==> src/rtl/counter_seq_pkg.sv <==
// Shared types for the counter command sequencer: command codes, FSM states
// and count-direction encoding.
package counter_seq_pkg;

  typedef enum logic [2:0] {
    CMD_NOP        = 3'd0,
    CMD_CLEAR      = 3'd1,
    CMD_LOAD       = 3'd2,
    CMD_START_UP   = 3'd3,
    CMD_START_DOWN = 3'd4,
    CMD_STOP       = 3'd5,
    CMD_RESUME     = 3'd6,
    CMD_SET_TERM   = 3'd7
  } cmd_e;

  typedef enum logic [1:0] {
    ST_IDLE  = 2'd0,
    ST_RUN   = 2'd1,
    ST_PAUSE = 2'd2,
    ST_DONE  = 2'd3
  } state_e;

  localparam logic DIR_UP   = 1'b0;
  localparam logic DIR_DOWN = 1'b1;

endpackage

==> src/rtl/counter_seq_arb.sv <==
// Two-way round-robin arbiter. Grant is combinational from valid and the
// priority pointer; the pointer moves to the losing side after every accept.
module counter_seq_arb (
  input  logic       clk,
  input  logic       rst,
  input  logic [1:0] req_valid_i,
  output logic [1:0] grant_o
);

  logic ptr_q;
  logic ptr_d;

  always_comb begin
    grant_o = 2'b00;
    if (req_valid_i[ptr_q]) begin
      grant_o[ptr_q] = 1'b1;
    end else if (req_valid_i[~ptr_q]) begin
      grant_o[~ptr_q] = 1'b1;
    end
  end

  // Every grant is an accept (ready is only raised for a valid requester).
  always_comb begin
    ptr_d = ptr_q;
    if (|grant_o) begin
      ptr_d = ~grant_o[1];
    end
  end

  always_ff @(posedge clk or posedge rst) begin
    if (rst) begin
      ptr_q <= 1'b0;
    end else begin
      ptr_q <= ptr_d;
    end
  end

endmodule

==> src/rtl/counter_seq_ctrl.sv <==
// Command sequencer for an external up/down counter: arbitrates two command
// sources, runs the IDLE/RUN/PAUSE/DONE FSM and prescaler, and emits one-cycle
// counter strobes. Optional COUNTER_SEQ_AUTORELOAD_EN reloads at terminal count.
//
// Handshake: req_ready[i] is combinational from req_valid and the round-robin
// pointer; a command transfers on req_valid[i] && req_ready[i] at the rising
// edge. Every command is consumed in every state, even when it has no effect.
module counter_seq_ctrl
  import counter_seq_pkg::*;
#(
  parameter int WIDTH = 4,
  parameter int DIV   = 4
) (
  input  logic               clk,
  input  logic               rst,
  input  logic [1:0]         req_valid,
  output logic [1:0]         req_ready,
  input  logic [5:0]         req_cmd,
  input  logic [2*WIDTH-1:0] req_data,
  input  logic [WIDTH-1:0]   ctr_value,
  output logic               ctr_inc,
  output logic               ctr_dec,
  output logic               ctr_clr,
  output logic               ctr_load,
  output logic [WIDTH-1:0]   ctr_load_val,
  output logic               busy,
  output logic               done,
  output logic [1:0]         state
);

  localparam int PW = (DIV > 1) ? $clog2(DIV) : 1;
  localparam logic [PW-1:0] PRESC_MAX = PW'(DIV - 1);

  logic [1:0]       grant;
  logic             accept;
  cmd_e             cmd_sel;
  logic [WIDTH-1:0] data_sel;
  logic             tick;
  logic             at_term;

  state_e           state_q, state_d;
  logic [PW-1:0]    presc_q, presc_d;
  logic             dir_q, dir_d;
  logic [WIDTH-1:0] term_q, term_d;
  logic [WIDTH-1:0] load_q, load_d;
  logic             inc_q, inc_d;
  logic             dec_q, dec_d;
  logic             clr_q, clr_d;
  logic             ld_q, ld_d;
  logic [WIDTH-1:0] ld_val_q, ld_val_d;
  logic             busy_q, busy_d;
  logic             done_q, done_d;
  logic             reload_hit;

  counter_seq_arb u_arb (
    .clk         (clk),
    .rst         (rst),
    .req_valid_i (req_valid),
    .grant_o     (grant)
  );

  assign req_ready = grant;
  assign accept    = |grant;
  assign cmd_sel   = grant[1] ? cmd_e'(req_cmd[5:3]) : cmd_e'(req_cmd[2:0]);
  assign data_sel  = grant[1] ? req_data[2*WIDTH-1:WIDTH] : req_data[WIDTH-1:0];
  assign tick      = (state_q == ST_RUN) && (presc_q == PRESC_MAX);
  assign at_term   = (ctr_value == term_q);

  always_comb begin
    state_d    = state_q;
    dir_d      = dir_q;
    term_d     = term_q;
    load_d     = load_q;
    ld_val_d   = ld_val_q;
    inc_d      = 1'b0;
    dec_d      = 1'b0;
    clr_d      = 1'b0;
    ld_d       = 1'b0;
    reload_hit = 1'b0;
    presc_d    = ((state_q == ST_RUN) && !tick) ? presc_q + 1'b1 : '0;

    // An accepted command always takes precedence; a coincident tick is dropped.
    if (accept) begin
      case (cmd_sel)
        CMD_CLEAR: begin
          clr_d   = 1'b1;
          state_d = ST_IDLE;
        end
        CMD_LOAD: begin
          load_d   = data_sel;
          ld_d     = 1'b1;
          ld_val_d = data_sel;
          state_d  = ST_IDLE;
        end
        CMD_START_UP, CMD_START_DOWN: begin
          dir_d   = (cmd_sel == CMD_START_DOWN) ? DIR_DOWN : DIR_UP;
          presc_d = '0;
          state_d = ST_RUN;
        end
        CMD_STOP: begin
          if (state_q == ST_RUN) state_d = ST_PAUSE;
        end
        CMD_RESUME: begin
          if (state_q == ST_PAUSE) begin
            state_d = ST_RUN;
            presc_d = '0;
          end
        end
        CMD_SET_TERM: term_d = data_sel;
        default: ;
      endcase
    end else if (tick) begin
      if (at_term) begin
`ifdef COUNTER_SEQ_AUTORELOAD_EN
        ld_d       = 1'b1;
        ld_val_d   = load_q;
        reload_hit = 1'b1;
`else
        state_d = ST_DONE;
`endif
      end else if (dir_q == DIR_DOWN) begin
        dec_d = 1'b1;
      end else begin
        inc_d = 1'b1;
      end
    end

    if (state_d != ST_RUN) presc_d = '0;
    busy_d = (state_d == ST_RUN);
    done_d = (state_d == ST_DONE) || reload_hit;
  end

  always_ff @(posedge clk or posedge rst) begin
    if (rst) begin
      state_q  <= ST_IDLE;
      presc_q  <= '0;
      dir_q    <= DIR_UP;
      term_q   <= '1;
      load_q   <= '0;
      inc_q    <= 1'b0;
      dec_q    <= 1'b0;
      clr_q    <= 1'b0;
      ld_q     <= 1'b0;
      ld_val_q <= '0;
      busy_q   <= 1'b0;
      done_q   <= 1'b0;
    end else begin
      state_q  <= state_d;
      presc_q  <= presc_d;
      dir_q    <= dir_d;
      term_q   <= term_d;
      load_q   <= load_d;
      inc_q    <= inc_d;
      dec_q    <= dec_d;
      clr_q    <= clr_d;
      ld_q     <= ld_d;
      ld_val_q <= ld_val_d;
      busy_q   <= busy_d;
      done_q   <= done_d;
    end
  end

  assign ctr_inc      = inc_q;
  assign ctr_dec      = dec_q;
  assign ctr_clr      = clr_q;
  assign ctr_load     = ld_q;
  assign ctr_load_val = ld_val_q;
  assign busy         = busy_q;
  assign done         = done_q;
  assign state        = state_q;

endmodule
==> config.mk <==
export PLATFORM = sky130hd
export DESIGN_NAME = counter_seq_ctrl
export DESIGN_NICKNAME = d
export VERILOG_FILES = /design/src/rtl/counter_seq_pkg.sv /design/src/rtl/counter_seq_arb.sv /design/src/rtl/counter_seq_ctrl.sv
export SDC_FILE = /design/constraint.sdc
export NUM_CORES = 1
export LEC_CHECK = 0
export ABC_CLOCK_PERIOD_IN_PS = 2000
export CORE_MARGIN = 3
export CORE_UTILIZATION = 34
export CTS_CLUSTER_SIZE = 40
export DETAILED_ROUTE_END_ITERATION = 6
export GPL_TIMING_DRIVEN = 0
export MAX_ROUTING_LAYER = met4
export PLACE_DENSITY = 0.61
export SLEW_MARGIN = 30
export SYNTH_ARGS = -nofsm -noshare
export SYNTH_HDL_FRONTEND = slang
export SYNTH_SLANG_ARGS = --single-unit
==> constraint.sdc <==
create_clock -name clk -period 2 [get_ports clk]
set_input_delay 0.2 -clock clk [delete_from_list [all_inputs] [get_ports clk]]
set_output_delay 0.2 -clock clk [all_outputs]
set_load 0.03 [all_outputs]
==> results list, run 1 <==
* Vias: between 1000 and 1500
- Post-placement setup slack: -0.308 ns
- Count of pins over their slew limit: 0
- The worst setup path is launched from a register.
* Fraction of final layout cells with drive strength greater than 1: between 10% and 20%
* Total Power Consumption: ~1.6 mW
- In this run the clock root is driven by a sky130_fd_sc_hd__clkbuf_8.
* RSZ-0062 raised after global routing: no
* Cts-stage hold buffer count: 0
* Pwr dens: just over 900 nW/µm²
- Via count normalized by instance count: 5.38
- The initial antenna violation count was 0.
- The later pin in the worst-skew pair is clocked with a latency of 0.26 ns.
* Port Buffers: 32
* Worst setup path class: reg2reg
- Actual slew at the worst max-slew pin: about 0.75 ns
- Total count of hold-check failures in the final report: 0
- Number of warnings printed during yosys synthesis: 0
* Synthesized Nets: 160
* Status: finished, final reports clean
- Number of antenna repair diodes: 0
* Commonest register cell after synthesis: sky130_fd_sc_hd__dfrtp_1
- Netlist area before placement: ~1300 µm²
- CTS built an H-tree with a depth of 1.
- The finished layout holds between 200 and 250 standard cells, fillers aside.
- Including well taps, the total number of placed cells is approximately 220.
- Once detail routing completed, the nets flagged for antenna violations numbered 0.
* Category of the worst setup path capture point: register
- Starting DRT DRC Count: 37
- Top library cells by usage in the layout, fill and taps aside: sky130_fd_sc_hd__clkdlybuf4s50_1, sky130_fd_sc_hd__dfrtp_1, sky130_fd_sc_hd__nand2_1
- During I/O placement, the number of pins put on the boundary was 36.
* Synthesized area per cell: 9.48 µm²
- After detailed routing, the number of remaining DRC violations is 0.
* Final wirelength: around 3300 µm
* WP data required: between 2 and 2.5 ns
* Die Outline Area: 4600 µm²
- The worst path in the final design needs a cycle of about 1.9 ns, including I/O delays and setup.
* Wire length of the first global-routing pass: roughly 5300 µm
- Critical Path AT: 2.03 ns
- The wire-length estimate of the detail-placed layout is ~2600 µm.
* Starting Density: a little under two fifths
* Maximum clock frequency: roughly 530 MHz
* Count of endpoints failing setup in the final report: 0
- Yosys mapped the design onto 49 distinct sky130hd cell types.
* Num Clock Sinks: 20
- The longest clock path from root to sink contains 2 buffers.
- For this run, asynchronously set or reset flops after synthesis account for 100%.
* Worst hold path class: in2reg
* Grt total ovfl: 0
- Worst path setup slack after routing: ~0.11 ns
- From bottom edge to top edge, the die measures a little under 70 µm.
- Number of flops mapped to enable cells by yosys: 0
- Layout fillers: ~320
- Area growth from synthesis to layout: 36.5%
- Sequential area share after synthesis: between 30 and 40%
- Across the VDD grid, the largest voltage drop is about 460 µV.
- Instance count of the mapped netlist: ~140
- On the final layout, the worst hold slack is 0.326 ns.
- Total track usage: roughly 16%
- Number of buffers added by the clock tree synthesis step: 3
- Post-synthesis sequential element count: 20
- Num rows: 21
- Cell leakage power: about 0.73 nW
- Placeable core region: approximately 3500 µm²
- Final GP Congestion: 0.884
- TritonCTS built the clock tree.
- Clk pin slew, worst setup/hold paths: about 0.08 ns
- Register-to-Register Setup Slack: 0.11 ns
* Worst-path fanout max: 9
* Final net count: 197
- Leading cell type in the layout, fill and taps excluded: sky130_fd_sc_hd__clkdlybuf4s50_1
- Max_slew headroom: between 40% and 50%
- After clock tree synthesis, the setup repair step added 0 buffers.
* Iteration count of the initial detailed-routing pass: 4
* Worst Skew: between 0.006 and 0.007 ns
* Max-Cap Viols: 0
- Routed length per instance: 15.1 µm
- Floorplan die width: 67.8 µm
* Pin count of the biggest net entering global routing: 21
- Of the available clock period, the critical path in the final layout requires around 95%.
* Number of global-route vias before repair: approximately 1200
-- what timing repair did --
action | 4_1_cts | 5_1_grt
hold endpoints to repair | 0 | 0
endpoints found under the setup margin | 8 | 6
pin swaps | 0 | 1
cloned | 0 | 0
gates resized for setup | 4 | 3
-- cell usage after synthesis (4+ instances only) --
cell | count | area, µm²
sky130_fd_sc_hd__nand2_1 | 14 | 52.6
sky130_fd_sc_hd__dfrtp_1 | 16 | 400
sky130_fd_sc_hd__o21ai_0 | 4 | 20.0
sky130_fd_sc_hd__nand3_1 | 4 | 20.0
sky130_fd_sc_hd__or3_1 | 5 | 31.3
sky130_fd_sc_hd__a21oi_1 | 6 | 30.0
sky130_fd_sc_hd__nand3b_1 | 4 | 30.0
sky130_fd_sc_hd__mux2_2 | 4 | 45.0
sky130_fd_sc_hd__mux2_1 | 4 | 45.0
sky130_fd_sc_hd__nor2_1 | 8 | 30.0
sky130_fd_sc_hd__dfstp_2 | 4 | 105
sky130_fd_sc_hd__nor3_1 | 4 | 20.0
sky130_fd_sc_hd__xor2_1 | 4 | 35.0
sky130_fd_sc_hd__inv_1 | 7 | 26.3
-- state kept, by name, summed over array words and instances (netlist names) --
signal,cells
dir_q,1
ctr_inc,1
ctr_load,1
state,2
ctr_dec,1
presc_q,2
term_q,4
ctr_load_val,4
busy,1
done,1
u_arb.ptr_q,1
ctr_clr,1
-- kinds of logic after synthesis --
kind of cell / share of synthesized area (%)
AND/OR/NAND/NOR: 24.2
multiplexers: 6.94
XOR/XNOR: 2.70
AO/OA/AOI/OAI: 20.9
flip-flops: 38.9
adder cells (fa/ha/maj): 0.963
buffers and inverters: 5.40
-- worst paths after layout --
kind	from	endpoint	cells past startpoint
worst max-delay path	u_arb.ptr_q	ctr_load_val[2]	6
worst max register to register	u_arb.ptr_q	ctr_load_val[2]	6
worst min register to register	dir_q	ctr_inc	1
max in group asynchronous	rst	ctr_load_val[2]	2
min in group asynchronous	rst	state[1]	2
worst min-delay path	req_valid[0]	u_arb.ptr_q	3
-- metrics by stage --
step	area, µm²	TNS [ns]	utilization [%]
finish	1770	0	50.7
global route	1770	0	50.7
CTS	1760	0	50.4
detailed placement	1680	-2.69	48.0
global placement	1680	-2.19	48.0
floorplan	1300	0	-
-- routing by layer --
layer / track usage [%] / vias to the layer above / wire length (µm)
met5: - / - / 0
met4: 4.71 / 0 / 26
met2: 27.2 / 37 / 1610
met3: 3.00 / 4 / 218
li1: - / 573 / -
met1: 18.7 / 564 / 1470
-- area by class of cell --
cell class                      instances  area [µm²]  area share [%]
Multi-Input combinational cell        102         748            42.2
Sequential cell                        20         505            28.5
Clock inverter                          1        30.0            1.69
Clock buffer                            3        41.3            2.33
Buffer                                  7        40.0            2.26
Inverter                                8        30.0            1.69
Timing Repair Buffer                   32         320            18.1
Tap cell                               46        57.6            3.25
-- worst max-delay path, stage by stage (launching register included) --
cell and delay [ns]:
sky130_fd_sc_hd__dfrtp_1 0.42, sky130_fd_sc_hd__nand2b_4 0.18, sky130_fd_sc_hd__nand2_8 0.12, sky130_fd_sc_hd__inv_2 0.09, sky130_fd_sc_hd__or3_1 0.37, sky130_fd_sc_hd__a21oi_4 0.24
sky130_fd_sc_hd__mux2_1 0.35
-- report_power, final --
group | switching (mW) | internal (mW)
clock | 0.141 | 0.267
combinational | 0.345 | 0.280
sequential | 0.0566 | 0.520
total | 0.542 | 1.07
(Power assumes the default switching activity.)
==> run 2, diff against run 1 <==
- CORE_UTILIZATION: 34 -> 38
- PLACE_DENSITY: 0.61 -> 0.67
==> results list, run 2 (same netlist as run 1, synthesis figures left out) <==
- Wire length of the first global-routing pass: 5490 µm (+3.4%)
- The effective utilization at floorplan came to 41.2% (+4.0 points).
- The overall power after layout is 1.44 mW (-11%).
- The share of final-layout standard cells stronger than drive strength 1 is 18.4% (+2.2 points).
- Num Clock Sinks: 20 (unchanged)
* Maximum clock frequency: 531 MHz (+0.45%)
* Cts-stage hold buffer count: 0 (unchanged)
- The count of final max-slew check failures came to 0 (unchanged).
- Post-Layout Inst Area: 1760 µm² (-0.85%)
- Total count of hold-check failures in the final report: 0 (unchanged)
* Cell leakage power: 0.728 nW (-0.86%)
- Worst path setup slack after routing: 0.117 ns (+0.00852 ns)
- The global router's overall resource usage is 17.0% (+1.1 points).
- Pwr dens: 819 nW/µm² (-9.7%)
- Final wirelength: 3220 µm (-2.9%)
* Max_slew headroom: 50.5% (+0.61 points)
* Worst Path Buf+Inv: 1 (unchanged)
* Status: finished, final reports clean
* Tightest hold margin: 0.311 ns (-0.0146 ns)
* Clk pin slew, worst setup/hold paths: 0.11 ns (+0.03 ns)
- The die height came to 64.5 µm (-4.9%).
* RSZ-0062 raised after global routing: no
- The critical path goes through nand2b_4, buf_6, and3_4, o21a_1, o311a_4, a2111oi_2.
- The TritonCTS buffer count is 3 (unchanged).
- The total grt overflow came to 0 (unchanged).
- The worst setup path is launched from a register.
- The detailed-route via count came to 1192 (+1.2%).
- The critical path is of the reg2reg type.
- Actual slew at the worst max-slew pin: 0.741 ns (-0.00918 ns)
- The total die area came to 4160 µm² (-9.6%).
- Category of the worst setup path capture point: register
- Floorplan die width: 64.5 µm (-4.9%)
- Ports: 36 (unchanged)
- The iteration count of the initial detailed-routing pass came to 4 (unchanged).
- The maximum fanout encountered on the critical timing path was 10 (+1).
- Final critical-path share of the clock period: 94.1% (-0.43 points)
- Maximum resistive drop on vdd: 459 µV (-1.2%)
- Port Buffers: 32 (unchanged)
- DR DRC count: 0 (unchanged)
- The number of nets in the layout is 198 (+0.51%).
- TritonCTS built the clock tree.
* Max-Cap Viols: 0 (unchanged)
- Post-layout minimum cycle time: 1.88 ns (-0.00852 ns)
- The post-place setup slack was -0.352 ns (-0.0444 ns).
- Placeable core region: 3150 µm² (-9.8%)
- Maximum level of the CTS H-tree: 1 (unchanged)
- Slowest cell delay on critical path: 0.43 ns (about the same)
- Remaining antenna violation count after routing: 0 (unchanged)
- The area of placed instances came to 1670 µm² (-0.15%).
- Number of antenna repair diodes: 0 (unchanged)
* Number of global-route vias before repair: 1195 (+2.1%)
- The violation count after the first detailed-routing iteration is 35 (-5.4%).
- Initial antenna violation count: 0 (unchanged)
- Cell with the largest stage delay on the worst path: sky130_fd_sc_hd__dfrtp_1
- DP Wirelength: 2400 µm (-7.0%)
- Compared with the post-synthesis result, the final layout area differs by 35.4%.
- Leading cell type in the layout, fill and taps excluded: sky130_fd_sc_hd__clkdlybuf4s50_1
- Worst Skew: 0.00464 ns (-0.00162 ns)
- Cell family with the largest share of critical-path delay: compound AO/OA/AOI/OAI gates
* Clock insertion delay at the later pin of the skew report: 0.30 ns (+0.04 ns)
* Pin count of the biggest net entering global routing: 21 (unchanged)
* Maximum clock insertion buffer count: 2 (unchanged)
- Worst hold path class: in2reg
- The vias per cell is 5.47 (+1.7%).
- The critical path data required time is 2.19 ns (+0.05 ns).
* Root cell of the clock tree: sky130_fd_sc_hd__clkbuf_4
- The routability-driven placement congestion ratio is 0.872 (-1.4%).
- Num rows: 20 (-4.8%)
* Routed length per instance: 14.8 µm (-2.4%)
- The library cells used most frequently in the layout, excluding fill and tap cells, are sky130_fd_sc_hd__clkdlybuf4s50_1, sky130_fd_sc_hd__dfrtp_1, sky130_fd_sc_hd__nand2_1.
* Critical Path AT: 2.07 ns (+0.04 ns)
* Count of endpoints failing setup in the final report: 0 (unchanged)
[run 2: cell types whose count changed in the layout (fill, tap and decap cells not counted), sizes merged]
cell and change:
bufinv -1, buf +1, clkbuf +1
[run 2: path summary, 6_finish.rpt]
kind | from | slack [ns] | cells past startpoint | endpoint
min | req_valid[0] | 0.31 | 3 | u_arb.ptr_q
min reg2reg | dir_q | 0.43 | 1 | ctr_inc
max reg2reg | u_arb.ptr_q | 0.12 | 6 | presc_q[1]
max in group asynchronous | rst | 1.21 | 2 | state[1]
max | u_arb.ptr_q | 0.12 | 6 | presc_q[1]
min in group asynchronous | rst | 0.33 | 2 | ctr_load_val[0]
[run 2: power by group]
| part | switching [mW] | internal [mW] | total [mW] | leakage, nW |
|---|---|---|---|---|
| sequential | 0.0596 | 0.519 | 0.579 | 0.248 |
| combinational | 0.346 | 0.287 | 0.632 | 0.459 |
| clock | 0.118 | 0.111 | 0.229 | 0.0210 |
| total | 0.523 | 0.917 | 1.44 | 0.728 |
[run 2: area by class of cell]
class | instances | area [µm²]
fillers | 295 | 1400
multi-input cells | 102 | 763
flip-flops and latches | 20 | 505
repair buffers | 33 | 328
well taps | 44 | 55.1
plain buffers | 7 | 40.0
clock buffers | 4 | 36.3
inverters | 8 | 30.0
[run 2: what timing repair did]
action / 4_1_cts / 5_1_grt
buffers inserted: 0 / 1
endpoints found under the setup margin: 8 / 6
resized for setup: 4 / 7
cloned: 0 / 0
pin swaps: 0 / 1
[run 2: through the flow]
stage	util (%)	TNS, ns	std cells
2_1_floorplan	-	0	137
3_3_place_gp	53.1	-2.48	213
3_5_place_dp	53.1	-3.27	213
4_1_cts	54.7	0	217
5_1_grt	55.8	0	218
6_report	55.8	0	218
[run 2: worst register-to-register path, cell delays in order (launching register included)]
cell and delay (ns):
sky130_fd_sc_hd__dfrtp_1 0.43, sky130_fd_sc_hd__nand2b_4 0.19, sky130_fd_sc_hd__buf_6 0.16, sky130_fd_sc_hd__and3_4 0.19, sky130_fd_sc_hd__o21a_1 0.19, sky130_fd_sc_hd__o311a_4 0.40
sky130_fd_sc_hd__a2111oi_2 0.22
[run 2: layer usage]
| metal | global-route usage (%) | vias to the layer above | routed length (µm) |
|---|---|---|---|
| met4 | 2.37 | 0 | 4 |
| li1 | - | 580 | - |
| met2 | 29.4 | 31 | 1690 |
| met3 | 3.99 | 2 | 148 |
| met5 | - | - | 0 |
| met1 | 20.6 | 579 | 1380 |
==> run 3, diff against run 2 <==
- ABC_CLOCK_PERIOD_IN_PS: 2000 -> not set
- CORE_UTILIZATION: 38 -> 40
- PLACE_DENSITY: 0.67 -> 0.7
==> results list, run 3 (same netlist as run 1, synthesis figures left out) <==
- Max-Cap Viols: 0 (unchanged)
* Critical Path AT: 2.12 ns (+0.05 ns)
* Port Buffers: 32 (unchanged)
- TritonCTS built the clock tree.
- The largest vdd supply drop came to 507 µV (+10%).
- Root cell of the clock tree: sky130_fd_sc_hd__clkbuf_4
* Starting Density: 42.2% (+1.0 points)
- Worst setup path class: in2reg
- The top achievable clock speed was 521 MHz (-2.0%).
- Worst path setup slack after routing: 0.0795 ns (-0.0378 ns)
- Top library cells by usage in the layout, fill and taps aside: sky130_fd_sc_hd__clkdlybuf4s50_1, sky130_fd_sc_hd__dfrtp_1, sky130_fd_sc_hd__nand2_1
- The worst slew slack as a fraction of its limit came to 50.4% (-0.12 points).
- The via count of the first global-routing pass is 1171 (-2.0%).
- The initial antenna violation count came to 0 (unchanged).
- WP data required: 2.20 ns (about the same)
- The total grt overflow was 0 (unchanged).
- The total leakage power came to 0.718 nW (-1.3%).
* Y dimension of the die: 63.0 µm (-2.3%)
- The switching power was 0.539 mW (+3.0%).
* Nature of the critical path startpoint: input port
- The length of routed met2 wiring is 1660 µm (-1.7%).
- The area taken by flip-flops and latches is 505 µm² (unchanged).
* DP Wirelength: 2470 µm (+2.8%)
- The detailed-route wire length per cell is 14.8 µm (+0.12%).
- Post-layout minimum cycle time: 1.92 ns (+0.0378 ns)
* Placed cell area: 1670 µm² (unchanged)
- Placed cell count: 213 (unchanged)
* Post-placement setup slack: -0.396 ns (-0.0441 ns)
- The vias per cell came to 5.38 (-1.6%).
- The width of the chip was 63.0 µm (-2.3%).
- Total count of hold-check failures in the final report: 0 (unchanged)
* Post-Layout Inst Area: 1750 µm² (-0.21%)
* Num Clock Sinks: 20 (unchanged)
- The H-tree level count is 1 (unchanged).
- Area of combinational cells with multiple inputs: 762 µm² (-0.16%)
- The total power per unit cell area is 829 nW/µm² (+1.2%).
* Final critical-path share of the clock period: 96.0% (+1.9 points)
* Starting DRT DRC Count: 29 (-17%)
- Final GP Congestion: 0.868 (-0.41%)
* Proportion of power drawn by flip-flops and latches: 39.9% (-0.3 points)
* Count of endpoints failing setup in the final report: 0 (unchanged)
* Length of routed wiring on met1: 1380 µm (about the same)
- The wire length after detailed routing came to 3230 µm (+0.12%).
- The sum of negative setup slack came to 0 ns (unchanged).
- The number of placement rows was 20 (unchanged).
- The global-route wire length before repair is 5540 µm (+0.87%).
- The detailed-route via count is 1173 (-1.6%).
* Die Outline Area: 3970 µm² (-4.5%)
* RSZ-0062 raised after global routing: no
- The switching power share of the total is 37.1% (+0.74 points).
- The pin count of the biggest net entering global routing was 21 (unchanged).
- The area inside the core boundary is 3080 µm² (-2.4%).
- Worst Skew: 0.00814 ns (+0.00350 ns)
* Area growth from synthesis to layout: 35.1%
- The number of routed nets with antenna violations came to 0 (unchanged).
- The fill cell instance count of the final layout is 278 (-5.8%).
* Fraction of final layout cells with drive strength greater than 1: 17.8% (-0.57 points)
- Status: finished, final reports clean
- The antenna cell count was 0 (unchanged).
* Worst-path fanout max: 9 (-1)
- The total length of routed met3 wires came to 180 µm (+22%).
- The number of nets in the layout was 198 (unchanged).
- Layout Cells excl Fill: 218 (unchanged)
- Highest metal used: met4
- Total track usage: 17.6% (+0.67 points)
- Cts-stage hold buffer count: 0 (unchanged)
- The clock-pin slew of the registers on the worst-case setup and hold paths was 0.11 ns (about the same).
* Number of buffers added by the clock tree synthesis step: 3 (unchanged)
- Iteration count of the initial detailed-routing pass: 4 (unchanged)
- Count of pins over their slew limit: 0 (unchanged)
- Maximum clock insertion buffer count: 2 (unchanged)
* Category of the worst setup path capture point: register
- The relative contribution of the clock network to total power was 16.0% (about the same).
- The library cell used most frequently in the layout, excluding fill and tap cells, is sky130_fd_sc_hd__clkdlybuf4s50_1.
- Worst hold path class: in2async
- Clock insertion delay at the later pin of the skew report: 0.30 ns (about the same)
* Ports: 36 (unchanged)
- The slew at the pin closest to its max-slew limit is 0.743 ns (+0.00186 ns).
- DR DRC count: 0 (unchanged)
* Combinational share of power: 44.1% (+0.2 points)
* Internal Power: 0.915 mW (-0.17%)
run 3: changes by cell type in the layout (fill, tap and decap cells not counted), sizes merged:
cell           delta
clkdlybuf4s50     +1
dlymetal6s2s      -1
run 3: path summary, 6_finish.rpt:
| kind | start | end | slack, ns | cells past startpoint |
|---|---|---|---|---|
| max reg2reg | u_arb.ptr_q | ctr_load_val[2] | 0.10 | 6 |
| min in group clk | req_valid[1] | u_arb.ptr_q | 0.40 | 3 |
| max in group asynchronous | rst | presc_q[0] | 1.22 | 2 |
| min reg2reg | dir_q | ctr_inc | 0.43 | 1 |
| max | req_valid[0] | ctr_load_val[2] | 0.08 | 7 |
| min | rst | ctr_load_val[0] | 0.31 | 2 |
run 3: cell type report:
type                            instances  area share, %
Multi-Input combinational cell        102           43.4
Sequential cell                        20           28.8
Timing Repair Buffer                   33           18.5
Tap cell                               44           3.14
Buffer                                  7           2.28
Clock buffer                            4           2.07
Inverter                                8           1.71
run 3: per-layer routing:
layer	global-route usage [%]	vias to the layer above
li1	-	580
met1	21.4	551
met2	29.6	40
met3	4.14	2
met4	3.86	0
met5	-	-
run 3: critical path, cell delays in order:
cell                              delay, ns
sky130_fd_sc_hd__clkdlybuf4s50_1       0.63
sky130_fd_sc_hd__nand2b_4              0.12
sky130_fd_sc_hd__nand2_8               0.12
sky130_fd_sc_hd__inv_2                 0.10
sky130_fd_sc_hd__or3_1                 0.37
sky130_fd_sc_hd__a21oi_4               0.23
sky130_fd_sc_hd__mux2_1                0.34
run 3: repair_timing:
action	in CTS	in global routing
resized for setup	4	3
pin swaps	0	1
setup endpoints to repair	7	8
setup buffers	0	1
run 3: power groups by stage:
stage / clock network [mW] / registers, mW / logic (mW)
6_report: 0.233 / 0.580 / 0.641
5_1_grt: 0.262 / 0.592 / 0.688
4_1_cts: 0.239 / 0.579 / 0.623
3_5_place_dp: 0 / 0.587 / 0.617
3_3_place_gp: 0 / 0.581 / 0.605
2_1_floorplan: 0 / 0.682 / 0.292
run 3: through the flow:
stage	hold WS (ns)	utilization, %	power, mW
after global routing	0.357	57.0	1.54
after CTS	0.334	56.0	1.44
final	0.313	57.0	1.45
after global placement	0.412	54.4	1.19
after floorplan	0.161	-	0.973
after detailed placement	0.416	54.4	1.20
==> edit 1, RTL diff (config.mk and constraints of run 2) <==
Build with the macro `COUNTER_SEQ_AUTORELOAD_EN` defined.
--- a/src/rtl/counter_seq_ctrl.sv
+++ b/src/rtl/counter_seq_ctrl.sv
@@ -5,6 +5,8 @@
 // Handshake: req_ready[i] is combinational from req_valid and the round-robin
 // pointer; a command transfers on req_valid[i] && req_ready[i] at the rising
 // edge. Every command is consumed in every state, even when it has no effect.
+`define COUNTER_SEQ_AUTORELOAD_EN
+
 module counter_seq_ctrl
   import counter_seq_pkg::*;
 #(
Check against the original RTL: not equivalent (Yosys sat finds a counterexample within 10 cycles, from zero or initial values and one cycle with rst high).
==> edit 1 against run 2 <==
Worst setup slack worse by 0.029 ns; final cell count down 1.8%; via count down 5.8%; area after synthesis about the same; non-clock buffer count up 1; final area up 3.4%; sequential cell count up 4; routed wire length down 5.8%; total power up 17%.
==> edit 1: results (changes against run 2) <==
| Metric | Value |
|---|---|
| ClkCell Share | 2.89% (+0.83 points) |
| Multi-input combinational cell area | 683 um2 (-10%) |
| Non-clock buffer count | 41 (+2.5%) |
| Post-Syn Instances | 127 (-7.3%) |
| Layout cells sized above 1 | 15.9% (-2.5 points) |
| Crit path arrival time | 2.12 ns (+0.05 ns) |
| Setup WS pre-CTS | -0.340 ns (+0.0122 ns) |
| Shortest period the worst path allows | 1.91 ns (+0.0288 ns) |
| Initial drt markers | 64 (+83%) |
| Sequential cells | 24 (+20%) |
| DP Area | 1710 um2 (+1.9%) |
| Comb_multi_in | 94 (-7.8%) |
| Clock-pin slew on the worst setup and hold paths | 0.14 ns (+0.03 ns) |
| Worst Reg-to-Reg Cells | 7 (+1) |
| Status | completed |
| Cell count after placement | 206 (-3.3%) |
| Met1 WL | 1300 um (-5.6%) |
| Worst setup path endpoint | done |
| First-pass GRT wire length | 5160 um (-6.0%) |
| Sequential share of cell area | 33.3% (+4.6 points) |
| Met2 routed WL | 1570 um (-7.2%) |
| DRT Wirelength | 3040 um (-5.8%) |
| Nets | 194 (-2.0%) |
| Sequential share of the synthesized area | 46.6% (+7.7 points) |
| Synthesized Nets | 150 (-6.3%) |
| Non-clock buffers, area share | 21.3% (+0.41 points) |
| Clk_skew | 0.0188 ns (+0.0141 ns) |
| Number of port buffers | 35 (+9.4%) |
| Worst hold margin | 0.238 ns (-0.0734 ns) |
| M3 GR Usage | 3.64% (-0.35 points) |
| Invs w/o clock | 7 (-1) |
| Leakage | 0.795 nW (+9.2%) |
| M1 GR Usage | 19.4% (-1.3 points) |
| R2R Setup Slk | 0.09 ns (-0.03 ns) |
| Max-slew headroom | 44.1% (-6.5 points) |
| Clock Latency Late Sink | 0.32 ns (+0.02 ns) |
| Vias per std cell | 5.25 (-4.0%) |
| Gpl congestion | 0.847 (-2.9%) |
| # fillers | 303 (+2.7%) |
| Area delta synth->final | 39.8% |
| Top cells by area, synth | dfrtp_1 (38%), dfstp_2 (8.1%), mux2i_1 (6.2%) |
| Slowest stage delay, CP | 0.40 ns (-0.03 ns) |
==> edit 1: changes by cell type in the layout (fill, tap and decap cells not counted), moves of 7 or more <==
cell     change
a21oi_1      +8
mux2i_1      +7
nand2_1     -11
nor2_1      +10
==> edit 1: kinds of logic after synthesis <==
family          synth area share, %
simple gates                   19.6
compound gates                 14.6
fa+ha+maj                     0.962
flops                          46.6
xor+xnor                       2.69
mux                            12.5
buf+inv                        2.98
==> edit 1: power by group <==
part           leakage, nW  total (mW)  switching (mW)  internal (mW)
Combinational        0.478       0.636           0.336          0.300
Clock               0.0279       0.344           0.142          0.203
Sequential           0.289       0.707          0.0814          0.626
Total                0.795        1.69           0.559           1.13
==> edit 1: worst min-delay path by stage <==
stage / from / end
after floorplan: rst / busy
after global placement: dir_q / ctr_inc
after detailed placement: ctr_load_val[1] / ctr_load_val[1]
after CTS: rst / load_q[0]
after global routing: rst / ctr_load_val[1]
final: rst / ctr_load_val[1]
==> edit 2, RTL diff (flow settings as in run 2) <==
Made on the original files. Reset style: synchronous (`rst`), changed in 2 clocked blocks.
--- a/src/rtl/counter_seq_arb.sv
+++ b/src/rtl/counter_seq_arb.sv
@@ -27,7 +27,7 @@
     end
   end
 
-  always_ff @(posedge clk or posedge rst) begin
+  always_ff @(posedge clk) begin
     if (rst) begin
       ptr_q <= 1'b0;
     end else begin
--- a/src/rtl/counter_seq_ctrl.sv
+++ b/src/rtl/counter_seq_ctrl.sv
@@ -130,7 +130,7 @@
     done_d = (state_d == ST_DONE) || reload_hit;
   end
 
-  always_ff @(posedge clk or posedge rst) begin
+  always_ff @(posedge clk) begin
     if (rst) begin
       state_q  <= ST_IDLE;
       presc_q  <= '0;
Formal check against the unedited RTL: differs if rst is asserted again (counterexample within 4 cycles, from zero or initial values and one cycle with rst high); with rst held inactive, the same outputs for 10 cycles.
==> edit 2 against run 2 <==
Routed wire length down 14%; global-route usage fell by 0.13 points; final area is 6.1% lower; first-iteration DRC count fell by 2.9%; sequential cell count is the same; utilization up 3.6 points; area after synthesis is 14% lower; synthesized cell count fell by 11%; worst setup slack worse by 0.092 ns.
Power is not compared: it rests on default switching activity, and its combinational part moved more than twofold at a synthesized area within 25%.
==> edit 2: results (changes against run 2) <==
| Metric | Value |
|---|---|
| RR Startpoint | u_arb.ptr_q |
| Pre-antenna DRT Iters | 4 (unchanged) |
| Hold EP | u_arb.ptr_q |
| First-pass GRT wire length | 4490 um (-18%) |
| Synthesized Nets | 145 (-9.4%) |
| Nets | 191 (-3.5%) |
| Clock-pin slew on the worst setup and hold paths | 0.09 ns (-0.02 ns) |
| Slowest CP cell | o41ai_4 |
| DRT Wirelength | 2770 um (-14%) |
| List of most frequent post-synthesis cells | dfxtp_1 (20), nor2_1 (17) |
| DP Area | 1500 um2 (-10%) |
| Area delta synth->final | 47.3% |
| Post-DP HPWL | 2130 um (-11%) |
| Critical R2R Capture | busy |
| Well Taps | 31 (-30%) |
| Met2 usage | 28.1% (-1.3 points) |
| Non-clock buffer count | 45 (+13%) |
| Invs w/o clock | 6 (-2) |
| Met2 routed WL | 1450 um (-14%) |
| Sequential share of the synthesized area | 35.7% (-3.2 points) |
| Comb_multi_in | 92 (-9.8%) |
| GRT Overall Usage | 16.8% (-0.13 points) |
| M1 GR Usage | 21.1% (+0.45 points) |
| Post-synthesis mux area share | 5.47% (-1.5 points) |
| M3 GR Usage | 4.10% (+0.12 points) |
| Worst Reg-to-Reg Cells | 10 (+4) |
| FFs w/ async S/R, synth | 0% (-100 points) |
| Adder-Cell Fraction of Synth Area | 1.12% (+0.15 points) |
| Layout cells sized above 1 | 20.5% (+2.1 points) |
| Non-clock buffers, area share | 27.0% (+6.0 points) |
| # fillers | 267 (-9.5%) |
| Fin cells | 197 (-9.6%) |
| Met1 WL | 1220 um (-12%) |
| Syn_area_per_cell | 9.19 um2 (-3.1%) |
| Number of global-route vias before repair | 985 (-18%) |
| Least-Margin Pin Slew | 0.554 ns (-0.187 ns) |
| Status | completed |
| Cts repair resizes | 7 (+3) |
| Largest net degree at the start of global routing | 11 (-48%) |
| Min-Delay Startpoint | req_valid[1] |
| Post-synthesis cell type count | 45 (-8.2%) |
| Worst hold margin | 0.298 ns (-0.0138 ns) |
| Postcts setup bufs | 2 (+2) |
| Multi-input combinational cell area | 708 um2 (-7.2%) |
| CP Max Fanout | 6 (-4) |
| Gpl congestion | 0.893 (+2.5%) |
| R2R Setup Slk | 0.03 ns (-0.09 ns) |
| Storage element area | 402 um2 (-21%) |
| Setup WS pre-CTS | -0.419 ns (-0.0671 ns) |
| Slowest stage delay, CP | 0.39 ns (-0.04 ns) |
| Met3 layer wire length in the routed design | 91 um (-39%) |
| Initial drt markers | 34 (-2.9%) |
| Top cells by area, synth | dfxtp_1 (36%), nor2_1 (5.7%), mux2i_1 (4.5%) |
| Crit path arrival time | 2.16 ns (+0.09 ns) |
| Number of port buffers | 34 (+6.3%) |
| Clk_skew | 0.00650 ns (+0.00186 ns) |
| Xor and xnor area share after synthesis | 3.13% (+0.43 points) |
| Post-synthesis compound-gate area fraction | 20.2% (-0.70 points) |
==> edit 2: cell count changes after synthesis, moves of 4 or more <==
cell and delta:
mux2i_1 +5, or3_1 -4, mux2_1 -4, dfstp_2 -4
nor2_1 +9, dfrtp_1 -16, nand3b_1 -4, nand2_1 -13
dfxtp_1 +20, a211o_1 +4
==> edit 2: worst max path at each step <==
stage | from | endpoint | slack (ns) | depth (start not counted)
2_1_floorplan | u_arb.ptr_q | term_q[0] | 0.08 | 8
3_3_place_gp | req_valid[0] | term_q[0] | -0.38 | 8
3_5_place_dp | req_valid[0] | presc_q[0] | -0.42 | 9
4_1_cts | req_cmd[3] | presc_q[1] | 0.008 | 7
5_1_grt | u_arb.ptr_q | presc_q[1] | -0.04 | 8
6_report | u_arb.ptr_q | busy | 0.03 | 10
==> edit 2: kinds of logic after synthesis <==
family / count (synthesis)
buffers and inverters: 10
flip-flops: 20
XOR/XNOR: 4
multiplexers: 6
adder cells (fa/ha/maj): 1
AND/OR/NAND/NOR: 53
AO/OA/AOI/OAI: 28
